`src/rtl/hack_cpu_ctrl.sv`:
```
// Hack CPU control and register block: sequences fetch, execute, data read and data write around an external ALU.
// One request (instruction or data) is outstanding at a time; every wait on instr_valid or mem_ack stalls the sequence.
module hack_cpu_ctrl #(
    parameter int PC_W = 15,
    parameter int AW   = 15
) (
    input  logic            clk,
    input  logic            rst_n,
    output logic            instr_req,
    output logic [PC_W-1:0] instr_addr,
    input  logic            instr_valid,
    input  logic [15:0]     instr,
    output logic            mem_rd,
    output logic            mem_wr,
    output logic [AW-1:0]   mem_addr,
    output logic [15:0]     mem_wdata,
    input  logic [15:0]     mem_rdata,
    input  logic            mem_ack,
    output logic [15:0]     alu_x,
    output logic [15:0]     alu_y,
    output logic [5:0]      alu_ctl,
    input  logic [15:0]     alu_out,
    input  logic            alu_zr,
    input  logic            alu_ng,
    output logic [PC_W-1:0] pc
);

    localparam logic [1:0] FETCH = 2'd0;
    localparam logic [1:0] EXEC  = 2'd1;
    localparam logic [1:0] MRD   = 2'd2;
    localparam logic [1:0] MWR   = 2'd3;

    logic [1:0]      state;
    logic [15:0]     a_reg;
    logic [15:0]     d_reg;
    logic [15:0]     ir;
    logic [15:0]     m_reg;
    logic [15:0]     wdata;
    logic [AW-1:0]   waddr;
    logic [PC_W-1:0] pc_reg;
    logic            m_loaded;
    logic            jump;
    logic [PC_W-1:0] pc_inc;

    assign pc_inc = pc_reg + PC_W'(1);

    always_comb begin
        jump = 1'b0;
        case (ir[2:0])
            3'b000: jump = 1'b0;
            3'b001: jump = !alu_zr && !alu_ng;
            3'b010: jump = alu_zr;
            3'b011: jump = !alu_ng;
            3'b100: jump = alu_ng;
            3'b101: jump = !alu_zr;
            3'b110: jump = alu_zr || alu_ng;
            3'b111: jump = 1'b1;
            default: jump = 1'b0;
        endcase
    end

    always_ff @(posedge clk or negedge rst_n) begin
        if (!rst_n) begin
            state    <= FETCH;
            a_reg    <= '0;
            d_reg    <= '0;
            ir       <= '0;
            m_reg    <= '0;
            wdata    <= '0;
            waddr    <= '0;
            pc_reg   <= '0;
            m_loaded <= 1'b0;
        end else begin
            case (state)
                FETCH: begin
                    if (instr_valid) begin
                        ir    <= instr;
                        state <= EXEC;
                    end
                end
                EXEC: begin
                    if (!ir[15]) begin
                        a_reg  <= {1'b0, ir[14:0]};
                        pc_reg <= pc_inc;
                        state  <= FETCH;
                    end else if (ir[12] && !m_loaded) begin
                        state <= MRD;
                    end else begin
                        // a_reg on the right-hand side is still the pre-instruction A
                        if (ir[5]) a_reg <= alu_out;
                        if (ir[4]) d_reg <= alu_out;
                        if (ir[3]) begin
                            waddr <= a_reg[AW-1:0];
                            wdata <= alu_out;
                        end
                        pc_reg   <= jump ? a_reg[PC_W-1:0] : pc_inc;
                        m_loaded <= 1'b0;
                        state    <= ir[3] ? MWR : FETCH;
                    end
                end
                MRD: begin
                    if (mem_ack) begin
                        m_reg    <= mem_rdata;
                        m_loaded <= 1'b1;
                        state    <= EXEC;
                    end
                end
                MWR: begin
                    if (mem_ack) state <= FETCH;
                end
                default: state <= FETCH;
            endcase
        end
    end

    // instr_req is gated by rst_n so it drops while reset is held
    assign instr_req  = rst_n && (state == FETCH);
    assign instr_addr = pc_reg;
    assign mem_rd     = (state == MRD);
    assign mem_wr     = (state == MWR);
    assign mem_addr   = (state == MWR) ? waddr : a_reg[AW-1:0];
    assign mem_wdata  = wdata;
    assign alu_x      = d_reg;
    assign alu_y      = ir[12] ? m_reg : a_reg;
    assign alu_ctl    = ir[11:6];
    assign pc         = pc_reg;

endmodule

```
`config.mk`:
```
export PLATFORM = sky130hd
export DESIGN_NAME = hack_cpu_ctrl
export DESIGN_NICKNAME = d
export VERILOG_FILES = /design/src/rtl/hack_cpu_ctrl.sv
export SDC_FILE = /design/constraint.sdc
export NUM_CORES = 1
export LEC_CHECK = 0
export CORE_MARGIN = 3
export CORE_UTILIZATION = 45
export CTS_BUF_LIST = sky130_fd_sc_hd__clkbuf_16
export DETAILED_ROUTE_END_ITERATION = 10
export PLACE_DENSITY_LB_ADDON = 0.3
export SLEW_MARGIN = 20
export SYNTH_ARGS = -nofsm -noshare
export SYNTH_HDL_FRONTEND = slang
export SYNTH_SLANG_ARGS = --single-unit
```
`constraint.sdc`:
```
create_clock -name clk -period 1.8 [get_ports clk]
set_input_delay 0.36 -clock clk [delete_from_list [all_inputs] [get_ports clk]]
set_output_delay 0.36 -clock clk [all_outputs]
set_load 0.02 [all_outputs]
```
### Word-level counts from Yosys, hierarchy flattened

Cells that the tools add are included.

| word-level totals | value |
|---|---|
| register bits after elaboration | 113 |
| bits of input ports | 54 |
| output and inout port bits | 102 |

| cells by class | value |
|---|---|
| add/subtract/negate cells | 1 |
| equality and inequality tests | 17 |
| muxes and demuxes | 20 |
| bitwise gates (word level) | 1 |
| reduce and logical (&&, ||, !) cells | 18 |

Operator list:

| cell | count |
|---|---|
| $mux W16 | 4 |
| $mux W15 | 4 |
| $add A15 B1 Y15 const B | 1 |
| $eq A3 B3 Y1 const B | 4 |
| $mux W2 | 6 |
| $reduce_and A4 Y1 | 3 |
| $ne A2 B2 Y1 const B | 5 |
| $pmux W1 S8 | 1 |
| $pmux W2 S4 | 1 |
| $eq A3 B2 Y1 const B | 2 |
| $reduce_and A2 Y1 | 3 |
| $reduce_and A3 Y1 | 2 |
| $eq A2 B2 Y1 const B | 2 |
| $ne A2 B1 Y1 const B | 2 |
| $eq A3 B1 Y1 const B | 1 |
| $logic_and A1 B1 Y1 | 3 |
| $logic_not A1 Y1 | 3 |
| $logic_not A3 Y1 | 1 |
| $mux W1 | 3 |
| $eq A2 B1 Y1 const B | 1 |
| $logic_not A2 Y1 | 1 |
| $pmux W1 S2 | 1 |
| $reduce_bool A2 Y1 | 1 |
| $logic_or A1 B1 Y1 | 1 |
| $not A1 Y1 | 1 |

### Logic depth before layout (Yosys ltp)

Gate-level depths: netlist of the first run.

| depth | value |
|---|---|
| word-level depth | 6 |
| depth in mapped cells | 7 |
| gate-level depth less buffers | 5 |

### Worst setup path after synthesis of the first run

No wires, ideal clock.

| path | value |
|---|---|
| path kind | register -> output |
| start | reg state[1] |
| end | out mem_addr[4] |
| arrival | 1,574 ps |
| required time | 1,440 ps |
| setup slack | -134 ps |
| stages on the path, launching flop included | 6 |
| path buffers | 2 |
| cells stage by stage | dfrtp_1 > buf_2 > nand2_1 > buf_2 > inv_1 > o21ai_0 |

| between the ends | value |
|---|---|
| longest elaborated chain between the ends | 2 |

Ends and longest elaborated chain:

| element | RTL line | RTL |
|---|---|---|
| start: declaration | 33 | `logic [1:0] state;` |
| start signal: assignment | 98 | `state <= ir[3] ? MWR : FETCH;` |
| $eq A2 B2 Y1 | -- |  |
| via mem_wr | 14 | `output logic mem_wr,` |
| $mux W15 | 121 | `assign mem_addr = (state == MWR) ? waddr : a_reg[AW-1:0];` |
| end: declaration | 15 | `output logic [AW-1:0] mem_addr,` |

The timed path passes the listed nets, and every way through them passes these cells.

### Worst setup path in the final report of the first run

| path | value |
|---|---|
| start | reg state[1] |
| end | out mem_addr[1] |

| between the ends | value |
|---|---|
| longest elaborated chain between the ends | 2 |

Ends and longest elaborated chain:

| element | RTL line |
|---|---|
| $eq A2 B2 Y1 | 121 |
| $mux W15 | 121 |

No other way between the ends.

==> metrics.md, run 1 <==
| Metric | Value |
|---|---|
| Finished Layout Cells | 765 |
| Prevailing post-synth register cell | dfrtp_1 |
| CP Class | register to output pin |
| Synth area leader | dfrtp_1 |
| P_int | 10.5 mW |
| Clock Skew | 0.00758 ns |
| Routed length per instance | 20.3 um |
| Synth-to-layout area growth | 45.9% |
| Crit. End Element | output pin |
| Syn Inst Count | 439 |
| Setup_tns | -1.77 ns |
| Final hold vios | 0 |
| Crit path required time | 1.44 ns |
| Via count of the first global-routing pass | 4427 |
| Die X | 116 um |
| Post-synth top area share | 51.5% |
| Congestion Overflow GR | 0 |
| RSZ-0062 raised after global routing | yes |
| Share of layout cells above drive strength 1 | 38.1% |
| Slew @ Worst Pin | 0.644 ns |
| Final setup viols | 28 |
| Final hold slack | 0.0437 ns |
| Final net count | 664 |
| Initial antenna violation count | 0 |
| H-tree depth | 4 |
| I/O pin cnt | 156 |
| Clock Power Share | 17.3% |
| Switch Pwr | 6.85 mW |
| Total Power | 17.4 mW |
| Drt first pass iters | 5 |
| Outcome | complete, but fails checks |
| Clock transition at path regs | 0.05 ns |
| Row Count | 39 |
| Synth async-reset ratio | 100% |
| Total track usage | 22.9% |
| Mapped Nets | 494 |
| Fill cells | 829 |
| Area contributors post-synth | dfrtp_1 52%, mux2_2 22%, mux2i_1 4.9%, buf_4 2.9%, a21oi_1 2.4% |
| CP Max Fanout | 8 |
| Post-synth EDFFs | 0 |
| Total CTS buffers | 17 |
| Switching share of power | 39.5% |
| Post-layout min period | 1.90 ns |
| Slowest CP cell | dfrtp_1 |
| Worst skew pair latency | 0.40 ns |
| Yosys Warn Count | 0 |
| Clock root buffer | clkbuf_16 |
| First DRT Iteration DRCs | 294 |
| Placed Cells incl. Taps | 725 |
| Synth unique cells | 43 |
| Crit path DAT | 1.54 ns |
| Setup ws final | -0.0951 ns |
| Worst vdd rail ir drop | 1.30 mV |
| Count leader, synth | dfrtp_1 |
| Die area | 13600 sq um |
| Commonest cells in the netlist | 113 x dfrtp_1, 106 x mux2_2, 27 x mux2i_1, 26 x a21oi_1, 21 x buf_4 |
| Mapped cell area | 5490 sq um |
| Worst slew margin | 57.1% |
| Core Region | 11700 sq um |
| Place WS | -0.354 ns |
| Vias per cell | 5.53 |
| Failing checks | negative setup slack |
| Post-route cell area | 8010 sq um |
| PwrDens | 2170 nW/um^2 |
| Routed Antenna Nets | 0 |
| Sink Count | 113 |
| CP max stage delay | 0.40 ns |
| CP delay by family, top | flip-flops |
| Largest net degree at the start of global routing | 114 |
| CP cell instances | nand2_4 > buf_12 > mux2_4 > buf_6 |
| Leak | 3.56 nW |
| DPL Wire Length | 10500 um |
| Max Cap Viol | 0 |
| Crit path launch type | register |
| Crit path buf inv count | 2 |
| Maximum clock path buffer count | 2 |
| Fmax | 528 MHz |
| Drt drc | 0 |
| First-pass GRT wire length | 23700 um |
| Routed WL | 15500 um |
| Initial Utilization | 47.0% |
| HP Class | input pin to asynchronous set/reset pin |
| Register area share after synthesis | 51.5% |
| IO buf count | 155 |
| Fin. max-slew vios | 0 |
| DR vias | 4230 |
| Finished Core Util | 68.7% |
| CTS tree | built |
| # diodes | 0 |
| Fin crit share | 105% |
| Gate power share | 53.9% |
| Sequential power share | 28.8% |
| Placer congestion estimate | 0.842 |
| Chip height | 116 um |
| Placed inst area | 7250 sq um |
| Synth Register Bits | 113 |
| Mean Syn Cell Area | 12.5 sq um |
==> layout make-up <==
type	count	area, sq um	area share (%)
Sequential cell	113	2830	35.4
Multi-Input combinational cell	275	2470	30.9
Timing Repair Buffer	196	1970	24.6
Clock buffer	17	425	5.31
Tap cell	143	179	2.23
Clock inverter	15	104	1.30
Inverter	6	25.0	0.313
==> what timing repair did <==
action,in CTS,in global routing
cloned,2,2
pin swaps,2,6
hold buffers,0,0
resized for setup,233,33
setup endpoints to repair,62,92
buffers inserted,1,4
==> cells by family after synthesis <==
family / Yosys count / share of synthesized area, %
mux: 134 / 27.0
fa+ha+maj: 1 / 0.228
simple gates: 81 / 7.75
compound gates: 59 / 7.80
flops: 113 / 51.5
buf+inv: 51 / 5.72
==> cells in the final DEF, fill, tap and decap left out, types with 3 or more instances in the layout <==
master	synthesis	routed
dfrtp_1	113	110
mux2_2	106	87
clkdlybuf4s50_1	0	87
buf_4	21	32
dlygate4sd2_1	0	28
mux2i_1	27	26
a21oi_1	26	26
buf_6	1	26
mux2_4	1	20
clkbuf_16	0	19
nand2_1	20	17
nor2_1	17	16
nand3_1	10	10
o21ai_0	11	8
buf_2	15	8
inv_1	6	7
clkinv_2	0	7
buf_12	1	7
nand4_1	6	6
a2bb2oi_2	6	6
dlymetal6s2s_1	0	5
nand3b_1	4	4
and4_1	4	4
o21ai_2	0	3
nor3b_2	1	3
nor2b_1	5	3
nand2b_1	4	3
nor4_1	3	3
dfrtp_2	0	3
==> power groups by stage <==
| stage | Sequential, mW | Combinational, mW | Clock [mW] |
|---|---|---|---|
| floorplan | 5.23 | 4.85 | 0 |
| global placement | 4.84 | 8.70 | 0 |
| detailed placement | 4.94 | 8.88 | 0 |
| CTS | 4.95 | 9.02 | 3.04 |
| global route | 5.17 | 9.90 | 3.17 |
| finish | 4.99 | 9.36 | 3.00 |
==> routing by layer <==
| metal | GRT usage [%] | part of all wire, % |
|---|---|---|
| met5 | 0 | 0 |
| met4 | 5.72 | 0.81 |
| met3 | 6.37 | 5.9 |
| met2 | 39.4 | 53 |
| met1 | 28.5 | 41 |
==> path summary, 6_finish.rpt <==
kind | from | end | slack, ns | depth (start not counted)
max | state[1] | mem_addr[1] | -0.1 | 4
min | rst_n | waddr[0] | 0.04 | 2
max reg2reg | ir[15] | instr_addr[2] | 0.02 | 5
min reg2reg | mem_wdata[1] | mem_wdata[1] | 0.50 | 1
max in group asynchronous | rst_n | ir[12] | 1.21 | 2
min in group clk | mem_wdata[1] | mem_wdata[1] | 0.50 | 1
No activity file was read; power rests on OpenSTA's default activity.
==> run 2, diff against run 1 <==
Settings changed: CELL_PAD_IN_SITES_DETAIL_PLACEMENT set to 0, CELL_PAD_IN_SITES_GLOBAL_PLACEMENT set to 1, CORE_UTILIZATION 45 to 38, GPL_ROUTABILITY_DRIVEN set to 0.
==> metrics.md, run 2 (same netlist as run 1, synthesis figures left out) <==
| Metric | Value |
|---|---|
| CP cell instances | nand2_4 > buf_12 > mux2_4 > buf_6 |
| Clock Skew | 0.00668 ns |
| Total CTS buffers | 17 |
| Initial Utilization | 39.2% |
| Drt drc | 0 |
| Setup_tns | -2.48 ns |
| Routed length per instance | 19.4 um |
| Slew @ Worst Pin | 0.636 ns |
| Max Cap Viol | 0 |
| Routed WL | 15700 um |
| Fmax | 527 MHz |
| IO buf count | 155 |
| Worst r2r src | ir[12] |
| Routed Antenna Nets | 0 |
| Via count of the first global-routing pass | 4338 |
| Worst skew pair latency | 0.41 ns |
| Synth-to-layout area growth | 52.8% |
| CP max stage delay | 0.40 ns |
| Row Count | 43 |
| Final net count | 674 |
| Total Power | 18.3 mW |
| First DRT Iteration DRCs | 303 |
| Die X | 126 um |
| First-pass GRT wire length | 24200 um |
| Outcome | complete, but fails checks |
| Crit path launch type | register |
| Reg2Reg Capture Point | mem_wdata[11] |
| Die area | 15900 sq um |
| Largest net degree at the start of global routing | 114 |
| Fin crit share | 105% |
| PwrDens | 2180 nW/um^2 |
| HP Class | input pin to asynchronous set/reset pin |
| I/O pin cnt | 156 |
| # diodes | 0 |
| Fill cells | 1157 |
| Maximum clock path buffer count | 2 |
| Commonest non-fill, non-tap cell in the layout | dfrtp_1 |
| DPL Wire Length | 10400 um |
| Slowest CP cell | dfrtp_1 |
| Clock transition at path regs | 0.05 ns |
| Crit path DAT | 1.54 ns |
| Total track usage | 19.7% |
| Finished Core Util | 59.9% |
| Sink Count | 113 |
| Core Region | 14000 sq um |
| CTS Hold Bufs | 0 |
| Setup ws final | -0.0984 ns |
| Drt first pass iters | 4 |
| Failing checks | negative setup slack |
| Chip height | 126 um |
| Final setup viols | 37 |
| Post-layout min period | 1.90 ns |
| Worst slew margin | 57.6% |
| Congestion Overflow GR | 0 |
| Leak | 3.77 nW |
| Crit. End Element | output pin |
| Crit path required time | 1.44 ns |
| Fin. max-slew vios | 0 |
| Initial antenna violation count | 1 |
| Clock root buffer | clkbuf_16 |
| Most frequent cells in the layout | 112 x dfrtp_1, 85 x clkdlybuf4s50_1, 73 x mux2_2 |
| H-tree depth | 4 |
| Reg2reg path depth | 9 |
| Final hold vios | 0 |
| CP Class | register to output pin |
| Final hold slack | 0.0709 ns |
| CTS tree | built |
| Share of layout cells above drive strength 1 | 38.9% |
| Worst vdd rail ir drop | 0.890 mV |
| DR vias | 4211 |
| Vias per cell | 5.19 |
| FF-to-FF setup slack | -0.04 ns |
| RSZ-0062 raised after global routing | yes |
| CP Max Fanout | 8 |
==> run 2: changes by cell type in the layout (fill, tap and decap cells not counted), sizes merged, moves of 2 or more <==
| cell | delta |
|---|---|
| buf | +11 |
| bufinv | +3 |
| clkdlybuf4s50 | -2 |
| clkinv | -2 |
| dlygate4sd2 | +2 |
==> run 2: repair_timing <==
| action | CTS | global route |
|---|---|---|
| pin swaps | 4 | 1 |
| gates cloned | 4 | 2 |
| gates resized for setup | 275 | 45 |
| hold endpoints to repair | 0 | 0 |
| buffers inserted | 11 | 4 |
| setup endpoints to repair | 64 | 90 |
==> run 2: stage by stage <==
stage | std cells | cell area [sq um] | worst slack, ns
3_3_place_gp | 763 | 7320 | -0.318
3_5_place_dp | 763 | 7320 | -0.342
5_1_grt | 812 | 8380 | -0.162
4_1_cts | 809 | 8230 | -0.125
2_1_floorplan | 439 | 5490 | 0.0210
6_report | 812 | 8380 | -0.0984
==> run 2: metal layers <==
layer,vias up,global-route usage (%),routed length (um)
li1,1939,-,-
met1,2132,25.3,6880
met2,125,32.5,7870
met3,15,5.60,765
met4,0,6.31,206
met5,-,0,0
==> run 2: area by class of cell <==
class | count | area [sq um] | share of cell area [%]
Timing Repair Buffer | 206 | 2140 | 25.5
Clock inverter | 15 | 174 | 2.07
Tap cell | 180 | 225 | 2.69
Sequential cell | 113 | 2830 | 33.8
Multi-Input combinational cell | 275 | 2560 | 30.6
Clock buffer | 17 | 425 | 5.08
Inverter | 6 | 27.5 | 0.328
==> run 2: worst max path at each step <==
stage                     startpoint             end  slack (ns)
after floorplan             state[1]     mem_addr[4]        0.02
after global placement        alu_ng  instr_addr[13]       -0.32
after detailed placement      alu_ng   instr_addr[7]       -0.34
after CTS                   state[1]     mem_addr[6]       -0.12
after global routing        state[1]     mem_addr[6]       -0.16
final                       state[0]     mem_addr[6]        -0.1
==> run 2: critical path, delay by kind of cell, from the launching register on <==
kind / cells / cell delay [ns]
buf+inv: 2 / 0.28
mux: 1 / 0.32
simple gates: 1 / 0.12
flops: 1 / 0.40
==> run 2: power breakdown <==
| group | switching, mW | internal [mW] | leakage (nW) | total [mW] |
|---|---|---|---|---|
| combinational | 4.66 | 5.25 | 2.17 | 9.92 |
| sequential | 1.12 | 3.83 | 1.30 | 4.95 |
| clock | 1.14 | 2.27 | 0.294 | 3.42 |
| total | 6.93 | 11.4 | 3.77 | 18.3 |
